<file path="config.mk">
export PLATFORM = sky130hd
export DESIGN_NAME = census_cost_10
export DESIGN_NICKNAME = d
export VERILOG_FILES = /design/src/rtl/census_cost_10.sv
export SDC_FILE = /design/constraint.sdc
export NUM_CORES = 1
export LEC_CHECK = 0
export CAP_MARGIN = 10
export CORE_MARGIN = 2
export CORE_UTILIZATION = 50
export CTS_BUF_LIST = sky130_fd_sc_hd__clkbuf_4 sky130_fd_sc_hd__clkbuf_8 sky130_fd_sc_hd__clkbuf_16
export DETAILED_ROUTE_END_ITERATION = 8
export HOLD_SLACK_MARGIN = 0.03
export PLACE_DENSITY = 0.73
export SKIP_CTS_REPAIR_TIMING = 1
export SYNTH_ARGS = -nofsm -noshare
export SYNTH_HDL_FRONTEND = slang
export SYNTH_SLANG_ARGS = --single-unit
export TNS_END_PERCENT = 100
</file>
<file path="constraint.sdc">
create_clock -name clk -period 4.78 [get_ports clk]
set_clock_uncertainty 0.1 [all_clocks]
set_input_delay 0.717 -clock clk [delete_from_list [all_inputs] [get_ports clk]]
set_output_delay 0.717 -clock clk [all_outputs]
set_load 0.01 [all_outputs]
</file>
<file path="src/rtl/census_cost_10.sv">
// census_cost_10: census matching costs for disparities 0..9, two-stage pipeline
module census_cost_10 #(
  parameter int CENSUS_BITS = 24,
  parameter int WIDTH = 32
) (
  input  logic                   clk,
  input  logic                   rst,
  input  logic                   in_valid,
  input  logic                   line_start,
  input  logic [CENSUS_BITS-1:0] left_census,
  input  logic [CENSUS_BITS-1:0] right_census,
  output logic                   out_valid,
  output logic [10*WIDTH-1:0]    costs
);
  logic [CENSUS_BITS-1:0] r_hist [10];
  logic [CENSUS_BITS-1:0] r_x [10];
  logic [CENSUS_BITS-1:0] w_shift [10];
  logic [3:0]             r_cnt, w_cnt;
  logic [9:0]             r_mask, w_mask;
  logic                   r_v1;
  logic [10*WIDTH-1:0]    w_costs;

  function automatic logic [WIDTH-1:0] pop(input logic [CENSUS_BITS-1:0] x);
    pop = '0;
    for (int i = 0; i < CENSUS_BITS; i++) pop = pop + WIDTH'(x[i]);
  endfunction

  // history is the post-shift view: slot 0 is the current right descriptor
  always_comb begin
    w_cnt = line_start ? 4'd1 : (r_cnt == 4'd10 ? 4'd10 : r_cnt + 4'd1);
    w_shift[0] = right_census;
    for (int d = 1; d < 10; d++) w_shift[d] = r_hist[d-1];
    for (int d = 0; d < 10; d++) w_mask[d] = w_cnt > 4'(d);
    for (int d = 0; d < 10; d++) w_costs[d*WIDTH +: WIDTH] = r_mask[d] ? pop(r_x[d]) : '1;
  end

  always_ff @(posedge clk) begin
    if (rst) begin
      r_hist    <= '{default: '0};
      r_x       <= '{default: '0};
      r_cnt     <= '0;
      r_mask    <= '0;
      r_v1      <= 1'b0;
      out_valid <= 1'b0;
      costs     <= '0;
    end else begin
      r_v1      <= in_valid;
      out_valid <= r_v1;
      if (in_valid) begin
        r_hist <= w_shift;
        r_cnt  <= w_cnt;
        r_mask <= w_mask;
        for (int d = 0; d < 10; d++) r_x[d] <= left_census ^ w_shift[d];
      end
      if (r_v1) costs <= w_costs;
    end
  end
endmodule

</file>
-- Word level (Yosys, flattened, before mapping)
Index checks and enable logic that the tools add are counted.
- flip-flop bits (word level): 792
- input bits: 52
- output and inout bits: 321
- logic and storage cells: 288
- $add $sub $neg: 231
- magnitude comparators: 10
- equality and inequality tests: 1
- mux-type cells: 12
- bitwise operators: 10
- operators by type and width (cell ; count):
    $mux W32 ; 10
    $add A23 B1 Y24 ; 10
    $xor A24 B24 Y24 ; 10
    $add A22 B1 Y23 ; 10
    $add A21 B1 Y22 ; 10
    $add A20 B1 Y21 ; 10
    $add A19 B1 Y20 ; 10
    $add A18 B1 Y19 ; 10
    $add A17 B1 Y18 ; 10
    $add A16 B1 Y17 ; 10
    $add A15 B1 Y16 ; 10
    $add A14 B1 Y15 ; 10
    $add A13 B1 Y14 ; 10
    $add A12 B1 Y13 ; 10
    $add A11 B1 Y12 ; 10
    $add A10 B1 Y11 ; 10
    $add A9 B1 Y10 ; 10
    $add A8 B1 Y9 ; 10
    $add A7 B1 Y8 ; 10
    $add A6 B1 Y7 ; 10
    $add A5 B1 Y6 ; 10
    $add A4 B1 Y5 ; 10
    $add A3 B1 Y4 ; 10
    $add A2 B1 Y3 ; 10
    other kinds (8) ; 24

-- Longest topological paths before layout
Gate-level depths: netlist (run 1).
- word-level depth: 24
- mapped depth: 14
- mapped depth without buffers: 14

-- Worst setup path before layout (run 1)
Ideal clock, no wire load.
- kind: reg2reg
- start point: reg r_x[48] (netlist bit)
- end point: reg costs[227]
- arrival: 3.861 ns
- data required time: 4.589 ns
- setup slack: 0.728 ns
- cell stages (with the launch flop): 15
- buffers on the path: 0
- clock period less this slack: 4.052 ns
- cells stage by stage: dfxtp_1 inv_1 fa_1 fa_1 inv_1 fa_1 fa_1 inv_1 fa_1 inv_1 ha_1 a21o_1 a21oi_1 xor2_1 a311oi_1
- cells in the longest elaborated chain, start to end: 24
- RTL lines (element ; line ; source):
    from (decl) ; 16 ; logic [CENSUS_BITS-1:0] r_x [10];
    from (signal assigned) ; 40 ; r_x <= '{default: '0};
    $add A1 B1 Y2 ; 25 ; for (int i = 0; i < CENSUS_BITS; i++) pop = pop + WIDTH'(x[i]);
    $add A2 B1 Y3 ; 25 ;
    $add A3 B1 Y4 ; 25 ;
    $add A4 B1 Y5 ; 25 ;
    $add A5 B1 Y6 ; 25 ;
    $add A6 B1 Y7 ; 25 ;
    $add A7 B1 Y8 ; 25 ;
    $add A8 B1 Y9 ; 25 ;
    [8 not listed] ; - ;
    $add A17 B1 Y18 ; 25 ;
    $add A18 B1 Y19 ; 25 ;
    $add A19 B1 Y20 ; 25 ;
    $add A20 B1 Y21 ; 25 ;
    $add A21 B1 Y22 ; 25 ;
    $add A22 B1 Y23 ; 25 ;
    $add A23 B1 Y24 ; 25 ;
    $mux W32 ; 34 ; for (int d = 0; d < 10; d++) w_costs[d*WIDTH +: WIDTH] = r_mask[d] ? pop(r_x[d]) : '1;
    to (signal assigned) ; 55 ; if (r_v1) costs <= w_costs;
    to (decl) ; 13 ; output logic [10*WIDTH-1:0] costs
Every way passes these cells.
A chain may end at the register's enable or synchronous reset.

-- Worst setup path in the final report (run 1)
- start point: reg r_x[120] (netlist bit)
- end point: reg costs[131]
Same word-level chain as after synthesis.

==> run metrics, run 1 <==
Final Net Count=around 3,300; routed via count=around 19,000; sequential fraction of design power=0.341; distinct cell type count after synthesis=35; post-place setup slack=266.8 ps; net count after synthesis=3,275; maximum vdd ir drop=between 0.2 and 0.3 mV; pin count of the biggest net entering global routing=roughly 150; GRT Overall Usage=0.2176; setup slack of the critical path after layout=roughly 220 ps; RSZ-0062 raised after global routing=false; Pre-Repair DR Iteration Count=5; Avg WL per Cell=17.03 µm; WS Path Type=register to register; TritonCTS clock tree=built; maximum capacitance violations=0; utilization after layout=0.5756; largest fanout on the critical path=2; total net switching power=4.558 mW; cell-internal power=just under 10 mW; Max Root-Sink Buffers=3; flops & latches, synth=roughly 530; routed vias/inst=approximately 4.9; Reg clk slew, reported paths=approximately 60 ps; CTS buffer count=54; initial core utilization=0.5037; wire length of the first global-routing pass=101,900 µm; transition at the pin with the smallest max-transition slack=between 1000 and 1500 ps; worst relative slew slack=0.2270; number of global-route vias before repair=about 19,000; setup TNS=0 ps; overall power consumption=14.20 mW; area of the die=between 50,000 and 60,000 µm²; finished layout cell area=between 30,000 and 40,000 µm²; initial antenna violation count=7; LEAKAGE=between 10 and 15 nW; num rows=87; sequential-to-total area share from yosys stat=0.3765; Ports=between 300 and 400; root cell of the clock tree=clkbuf_16; outcome=completed; type of the most critical hold path=register to register; proportion of power drawn by the clock network=0.316; Synth-to-Final Area Change=14.29%; WP data required=slightly above 5000 ps; count of filler cells inserted in the layout=approximately 4,700; detailed-placement wirelength estimate=47,860 µm; standard cell core area=about 56,000 µm²; Worst EP arrival=about 5000 ps; fraction of final layout cells sized beyond drive strength 1=0.03817; clock latency reported for the late side of the worst-skew pair=610 ps; Slew Viols, Final=0; Hold Vio Cnt, Final=0; Syn Std Cell Area=roughly 28,000 µm²; sinks on the clock net=roughly 530; Final setup violation count=0; remaining antenna violation count after routing=0; count of unresolved DRC violations after routing=0; quantity of I/O buffers inserted on ports=~370; startpoint type of the worst setup path=register; Synth Area per Inst=~9.5 µm²; DRC violation total after the first TritonRoute iteration=roughly 1,300; DIE HEIGHT=241.9 µm; shortest clock period the worst path allows after layout=4563 ps; GPL Wtd Cong=0.8831; power per unit of standard cell area=between 400 and 500 nW/µm²; number of warnings printed during yosys synthesis=0; die width=between 200 and 250 µm; CTS H-tree depth=2; net switching share of the total power=0.3210; count of mapped cells out of synthesis=between 2,000 and 3,000; maximum frequency from static timing analysis=between 200 and 250 MHz; part of the total power dissipated in combinational logic=0.342; final wirelength=between 60,000 and 70,000 µm; total global routing overflow=0; ratio of final minimum period to clock period=0.9546; sort of element at the end of the critical path=register; post-placement cell area=30,390 µm²
==> final cells by class <==
class	count	area, µm²	share of cell area
well taps	756	945.9	0.02926
flip-flops and latches	532	10650	0.3295
clock inverters	12	165.2	0.005108
multi-input cells	1633	13400	0.4146
diodes	5	12.51	0.0003870
repair buffers	384	3911	0.1210
inverters	394	1479	0.04574
clock buffers	84	1760	0.05445
==> sequential cells by signal, summed over array words and instances (netlist names) <==
name and count:
r_hist 216, r_mask 10, costs 60, r_cnt 4, r_v1 1, out_valid 1, r_x 240
==> stage by stage <==
step	std cells	hold slack, ps
2_1_floorplan	2991	363.1
3_3_place_gp	3699	371.2
3_5_place_dp	3699	372.2
4_1_cts	3795	380.3
5_1_grt	3796	396.0
6_report	3800	375.3
==> power by group through the flow <==
stage | Combinational (mW) | Clock, mW | Sequential [mW]
after global routing | 5.47 | 4.74 | 4.87
final | 4.86 | 4.49 | 4.85
after CTS | 4.90 | 4.57 | 4.85
after detailed placement | 4.85 | 0 | 4.94
after floorplan | 3.55 | 0 | 4.89
after global placement | 4.61 | 0 | 4.93
==> kinds of logic after synthesis <==
| family | share of synthesized area |
|---|---|
| AOI/OAI and AO/OA | 0.09031 |
| muxes | 0.07757 |
| buffers and inverters | 0.1497 |
| xor gates and xnor gates | 0.08049 |
| adders and majority gates | 0.1477 |
| and+or+nand+nor | 0.07771 |
| DFF | 0.3765 |
==> worst paths after layout <==
check,start,endpoint,slack [ps],cells past startpoint
worst min register to register,costs[129],costs[129],380,2
worst max-delay path,r_x[120],costs[131],220,14
worst min-delay path,costs[129],costs[129],380,2
worst max register to register,r_x[120],costs[131],220,14
==> worst max-delay path, stage by stage, from the launching register on <==
cell,delay [ps]
dfxtp_1,330
inv_1,60
fa_1,520
fa_1,420
inv_1,100
fa_1,460
fa_1,550
inv_1,50
fa_1,600
inv_1,60
ha_1,290
a21o_1,160
a21oi_1,170
xor2_1,370
a311oi_1,150
==> per-layer routing <==
metal	up-vias	part of all wire	track usage
met1	8997	0.44	0.2804
met2	444	0.47	0.3625
met5	-	0.0010	0
met4	10	0.024	0.06354
met3	98	0.066	0.05327
li1	9253	-	-
==> synthesized netlist by cell type <==
cell,n,area (µm²)
buf_1,9,33.78
nand2_1,15,56.30
mux2i_1,217,2172
o21ai_2,1,8.760
xor2_1,10,87.58
buf_2,39,195.2
mux2i_4,1,22.52
a211oi_1,251,1884
and2_1,1,6.260
clkbuf_2,23,115.1
ha_1,62,775.7
nor2b_1,12,75.07
buf_4,282,2117
inv_1,393,1475
o21ai_1,1,5.000
dfxtp_1,532,10650
o21bai_1,2,15.01
a21o_1,10,75.07
clkbuf_1,79,296.5
o22ai_1,20,125.1
o21ai_0,19,95.09
nand3_1,1,5.000
nor2_1,535,2008
a311oi_1,21,183.9
fa_1,170,3403
nor3_1,1,5.000
a32oi_1,3,26.28
nor3b_2,1,12.51
a22oi_1,2,15.01
inv_2,1,3.750
a21boi_2,1,11.26
a21oi_1,22,110.1
nand2b_1,2,12.51
and3b_1,2,17.52
xnor2_1,250,2190
==> placed cells by master (no fill, tap or decap), types with 3 or more instances in the layout <==
master,n
fa_1,170
xnor2_1,250
o22ai_1,20
o21ai_0,19
nor2_1,535
mux2i_1,217
clkbuf_4,6
clkdlybuf4s50_1,370
clkinv_2,6
xor2_1,10
buf_4,5
a211oi_1,251
nand2_1,15
bufinv_16,4
a21oi_1,22
ha_1,62
diode_2,5
inv_1,393
a311oi_1,21
nor2b_1,12
clkbuf_16,57
a32oi_1,3
dfxtp_1,531
clkbuf_8,21
a21o_1,10
buf_12,7
Note: power is estimated with default switching activity, not from simulation.
==> run 2, diff against run 1 <==
Settings changed: CTS_CLUSTER_DIAMETER from default to 40.
Clock period 4.78 ns to 4.75 ns, I/O delays scaled along.
==> run 2 against run 1 <==
Effect of this change: sequential share of layout area decreased by 0.45 points; via count increased by 2.3%; first-iteration DRC count decreased by 3.0%; critical path type unchanged; final area increased by 1.4%; register-to-register slack improved by 30 ps; utilization increased by 0.80 points; sequential cell count unchanged; non-clock buffer count unchanged.
==> run metrics, run 2 (synthesis results as in run 1) <==
outcome=completed (unchanged); WP data required=5070 ps (was 5120 ps); area of the die=58,500 µm² (unchanged); sinks on the clock net=532 (unchanged); Final setup violation count=0 (unchanged); Max Root-Sink Buffers=3 (unchanged); Register-to-Register Path Depth=14 (unchanged); Synth-to-Final Area Change=15.88% (was 14.29%); CTS buffer count=68 (was 54); Critical R2R Capture=costs[131] (unchanged); fraction of final layout cells sized beyond drive strength 1=0.04602 (was 0.03817); standard cell core area=56,170 µm² (unchanged); transition at the pin with the smallest max-transition slack=1156 ps (was 1158 ps); power per unit of standard cell area=461.8 nW/µm² (was 439.1 nW/µm²); total global routing overflow=0 (unchanged); Pre-Repair DR Iteration Count=5 (unchanged); largest fanout on the critical path=2 (unchanged); initial antenna violation count=5 (was 7); maximum capacitance violations=0 (unchanged); WS Path Type=register to register (unchanged); Worst EP arrival=4820 ps (was 4910 ps); DIE HEIGHT=241.9 µm (unchanged); utilization after layout=0.5837 (was 0.5756); initial core utilization=0.5037 (unchanged); remaining antenna violation count after routing=0 (unchanged); pin count of the biggest net entering global routing=156 (was 149); DRC violation total after the first TritonRoute iteration=1,244 (was 1,282); worst relative slew slack=0.2281 (was 0.2270); commonest non-fill, non-tap cells in the layout=nor2_1 (535), dfxtp_1 (531), inv_1 (393), clkdlybuf4s50_1 (370), a211oi_1 (251) (unchanged); shortest clock period the worst path allows after layout=4502 ps (was 4563 ps); hold path start=costs[129] (unchanged); routed via count=19,240 (was 18,800); most common library cell in the layout ignoring fill and taps=nor2_1 (unchanged); Ports=373 (unchanged); GPL Wtd Cong=0.8757 (was 0.8831); max FFs per register=240 (unchanged); Biggest register=r_x (unchanged); Worst Hold Path EP=costs[129] (unchanged); setup slack of the critical path after layout=248.2 ps (was 217.1 ps); clock latency reported for the late side of the worst-skew pair=580 ps (was 610 ps); LEAKAGE=13.57 nW (was 13.36 nW); Reg clk slew, reported paths=60 ps (about the same); root cell of the clock tree=clkbuf_16 (unchanged); RSZ-0062 raised after global routing=false (unchanged); num rows=87 (unchanged); routed vias/inst=5.034 (was 4.948); leading registers by flop count=r_x: 240 flops, r_hist: 216 flops, costs: 60 flops (unchanged); number of cells on the worst hold path=2 (unchanged); TritonCTS clock tree=built (unchanged); startpoint of the lowest-slack register-to-register path=r_x[120] (unchanged); number of global-route vias before repair=18,800 (was 18,580); maximum vdd ir drop=0.3213 mV (was 0.2652 mV); Slew Viols, Final=0 (unchanged); sort of element at the end of the critical path=register (unchanged); Hold Vio Cnt, Final=0 (unchanged); maximum frequency from static timing analysis=222.1 MHz (was 219.2 MHz); post-place setup slack=241.2 ps (was 266.8 ps); count of filler cells inserted in the layout=4,647 (was 4,744); detailed-placement wirelength estimate=48,120 µm (was 47,860 µm); Final Net Count=3,297 (was 3,283); wire length of the first global-routing pass=103,700 µm (was 101,900 µm); worst reg2reg setup slack=250 ps (was 220 ps); Avg WL per Cell=17.21 µm (was 17.03 µm); startpoint type of the worst setup path=register (unchanged); count of unresolved DRC violations after routing=0 (unchanged); type of the most critical hold path=register to register (unchanged); quantity of I/O buffers inserted on ports=372 (unchanged); setup TNS=0 ps (unchanged); CTS H-tree depth=3 (was 2); final wirelength=65,750 µm (was 64,710 µm); die width=241.9 µm (unchanged); GRT Overall Usage=0.2218 (was 0.2176); ratio of final minimum period to clock period=0.9478 (was 0.9546)
## run 2: changes by cell type in the layout (fill, tap and decap cells not counted)
cell        previous run  this run
bufinv_16              4         6
clkbuf_16             57        73
clkbuf_4               6         7
clkbuf_8              21         9
clkinv_2               6         5
clkinv_4               0         6
clkinvlp_4             2         6
diode_2                5         1
inv_6                  0         8
inv_8                  0         1
## run 2: worst max-delay path by stage
stage | start | to | slack [ps] | depth (start not counted)
after global placement | r_x[120] | costs[131] | 360 | 14
after detailed placement | r_x[120] | costs[131] | 240 | 14
final | r_x[120] | costs[131] | 250 | 14
after floorplan | r_x[48] | costs[227] | 700 | 14
after CTS | r_x[120] | costs[131] | 210 | 14
after global routing | r_x[120] | costs[131] | 9 | 14
## run 2: final cells by class
cell class,instances,area [µm²],area share
Timing Repair Buffer,384,3911,0.1193
Clock inverter,32,384.1,0.01172
Antenna cell,1,2.502,0.00007633
Clock buffer,89,2003,0.06110
Sequential cell,532,10650,0.3250
Tap cell,756,945.9,0.02885
Inverter,394,1479,0.04511
Multi-Input combinational cell,1633,13400,0.4089
## run 2: metrics by stage
| step | hold WS [ps] | instance area (µm²) | total power [mW] | cells |
|---|---|---|---|---|
| after floorplan | 363.1 | 28290 | 8.494 | 2991 |
| after global placement | 371.0 | 30390 | 9.625 | 3699 |
| after detailed placement | 372.8 | 30390 | 9.873 | 3699 |
| after CTS | 379.9 | 32780 | 15.24 | 3820 |
| after global routing | 403.3 | 32780 | 16.09 | 3820 |
| final | 377.2 | 32780 | 15.14 | 3821 |
## run 2: routing by layer
layer	GRT usage	routed length [µm]	vias to the layer above
met5	0	48	-
met3	0.04772	4443	98
met1	0.2883	28320	9274
li1	-	-	9308
met4	0.07135	1638	8
met2	0.3684	31300	547
## run 2: report_power, final
group / total, mW / internal, mW / switching (mW)
registers: 4.88 / 4.68 / 0.199
clock network: 5.32 / 3.33 / 1.99
logic: 4.94 / 2.29 / 2.65
## run 2: worst max-delay path, cell delays in order, from the launching register on
cell and delay, ps:
dfxtp_1 330, inv_1 60, fa_1 530, fa_1 400, inv_1 80, fa_1 460
fa_1 550, inv_1 60, fa_1 660, inv_1 70, ha_1 290, a21o_1 160
a21oi_1 190, xor2_1 260, a311oi_1 140
==> run 3, diff against run 2 <==
Settings changed: SLEW_MARGIN from default to 30.
==> run 3 against run 2 <==
Effect of this change: sequential share of layout area fell by 0.12 points; clock power rose by 4%; critical path depth did not move; largest cell class unchanged; largest power group unchanged; total power rose by 1.1%; sequential cell count did not move; die area did not move.
==> run metrics, run 3 (synthesis results as in run 1) <==
Avg WL per Cell=17.23 µm (was 17.21 µm); initial core utilization=0.5037 (unchanged); quantity of I/O buffers inserted on ports=372 (unchanged); leading registers by flop count=r_x: 240 flops, r_hist: 216 flops, costs: 60 flops (unchanged); ratio of final minimum period to clock period=0.9461 (was 0.9478); outcome=completed (unchanged); area of the die=58,500 µm² (unchanged); Max Root-Sink Buffers=3 (unchanged); Register-to-Register Path Depth=14 (unchanged); Hold Vio Cnt, Final=0 (unchanged); sort of element at the end of the critical path=register (unchanged); Biggest register=r_x (unchanged); Worst Hold Path EP=costs[257] (was costs[129]); Reg clk slew, reported paths=60 ps (about the same); clock latency reported for the late side of the worst-skew pair=610 ps (was 580 ps); final wirelength=66,090 µm (was 65,750 µm); startpoint of the lowest-slack register-to-register path=r_x[120] (unchanged); power per unit of standard cell area=465.3 nW/µm² (was 461.8 nW/µm²); RSZ-0062 raised after global routing=false (unchanged); root cell of the clock tree=clkbuf_16 (unchanged); hold path start=costs[257] (was costs[129]); count of filler cells inserted in the layout=4,675 (was 4,647); Slew Viols, Final=0 (unchanged); most common library cell in the layout ignoring fill and taps=nor2_1 (unchanged); TritonCTS clock tree=built (unchanged); routed via count=19,130 (was 19,240); remaining antenna violation count after routing=0 (unchanged); worst reg2reg setup slack=260 ps (was 250 ps); overall power consumption=15.31 mW (was 15.14 mW); WP data required=5080 ps (was 5070 ps); routed vias/inst=4.989 (was 5.034); total global routing overflow=0 (unchanged); num rows=87 (unchanged); Ports=373 (unchanged); detailed-placement wirelength estimate=48,180 µm (was 48,120 µm); maximum frequency from static timing analysis=222.5 MHz (was 222.1 MHz); GPL Wtd Cong=0.8757 (unchanged); setup TNS=0 ps (unchanged); transition at the pin with the smallest max-transition slack=908.2 ps (was 1156 ps); fraction of final layout cells sized beyond drive strength 1=0.05010 (was 0.04602); GRT Overall Usage=0.2230 (was 0.2218); multi-input gate area in the final layout=13,410 µm² (was 13,400 µm²); number of global-route vias before repair=18,930 (was 18,800); wire length of the first global-routing pass=104,100 µm (was 103,700 µm); CTS buffer count=72 (was 68); Final setup violation count=0 (unchanged); standard cell core area=56,170 µm² (unchanged); shortest clock period the worst path allows after layout=4494 ps (was 4502 ps); Pre-Repair DR Iteration Count=5 (unchanged); count of unresolved DRC violations after routing=0 (unchanged); CTS H-tree depth=3 (unchanged); pin count of the biggest net entering global routing=156 (unchanged); DRC violation total after the first TritonRoute iteration=1,331 (was 1,244); DIE HEIGHT=241.9 µm (unchanged); max FFs per register=240 (unchanged); sinks on the clock net=532 (unchanged); Critical R2R Capture=costs[131] (unchanged); Synth-to-Final Area Change=16.34% (was 15.88%); Final Net Count=3,301 (was 3,297); commonest non-fill, non-tap cells in the layout=nor2_1 (535), dfxtp_1 (529), inv_1 (393), clkdlybuf4s50_1 (370), a211oi_1 (251) (was nor2_1 (535), dfxtp_1 (531), inv_1 (393), clkdlybuf4s50_1 (370), a211oi_1 (251)); maximum capacitance violations=0 (unchanged); largest fanout on the critical path=2 (unchanged); LEAKAGE=13.62 nW (was 13.57 nW); initial antenna violation count=7 (was 5); startpoint type of the worst setup path=register (unchanged); register area=10,660 µm² (was 10,650 µm²); die width=241.9 µm (unchanged); maximum vdd ir drop=0.3316 mV (was 0.3213 mV); type of the most critical hold path=register to register (unchanged); number of cells on the worst hold path=2 (unchanged); Worst EP arrival=4820 ps (about the same); worst relative slew slack=0.3927 (was 0.2281); WS Path Type=register to register (unchanged)
run 3: cell types whose count changed in the layout (fill, tap and decap cells not counted), sizes merged:
cell    before  now
inv        403  412
clkinv      11   15
diode        1    5
clkbuf      89   86
run 3: worst max-delay path by stage:
stage             start         end  slack (ps)  depth (start not counted)
2_1_floorplan   r_x[48]  costs[227]         700                         14
3_3_place_gp   r_x[120]  costs[131]         360                         14
3_5_place_dp   r_x[120]  costs[131]         240                         14
4_1_cts        r_x[120]  costs[131]         220                         14
5_1_grt        r_x[120]  costs[131]          30                         14
6_report       r_x[120]  costs[131]         260                         14
run 3: area by class of cell:
type                            count  share of cell area
Multi-Input combinational cell   1633              0.4073
Sequential cell                   532              0.3238
Timing Repair Buffer              384              0.1188
Clock buffer                       86             0.05980
Inverter                          394             0.04493
Tap cell                          756             0.02874
Clock inverter                     45             0.01619
Antenna cell                        5           0.0003802
run 3: through the flow:
step | setup slack, ps | utilization | hold WS [ps] | instances | instance area, µm²
after floorplan | 697.6 | - | 363.1 | 2991 | 28290
after global routing | 34.48 | 0.5857 | 400.1 | 3830 | 32900
after detailed placement | 243.6 | 0.5411 | 371.0 | 3699 | 30400
final | 256.0 | 0.5860 | 377.9 | 3835 | 32910
after CTS | 219.2 | 0.5857 | 378.6 | 3830 | 32900
after global placement | 364.9 | 0.5411 | 371.0 | 3699 | 30390
run 3: worst max-delay path, cell delays in order (launching register included):
cell	delay [ps]
dfxtp_1	330
inv_1	70
fa_1	530
fa_1	400
inv_1	90
fa_1	460
fa_1	560
inv_1	70
fa_2	640
inv_1	60
ha_1	280
a21o_1	170
a21oi_1	170
xor2_1	260
a311oi_1	140
run 3: report_power, final:
part / internal, mW / switching (mW) / total, mW
Clock: 3.36 / 2.15 / 5.51
Combinational: 2.29 / 2.63 / 4.92
Sequential: 4.68 / 0.200 / 4.88
Total: 10.3 / 4.98 / 15.3
run 3: layer usage:
metal | vias to the layer above | routed length, µm | track usage
li1 | 9324 | - | -
met1 | 9206 | 28700 | 0.2853
met2 | 500 | 31280 | 0.3719
met3 | 96 | 4451 | 0.05205
met4 | 6 | 1632 | 0.07317
met5 | - | 26 | 0
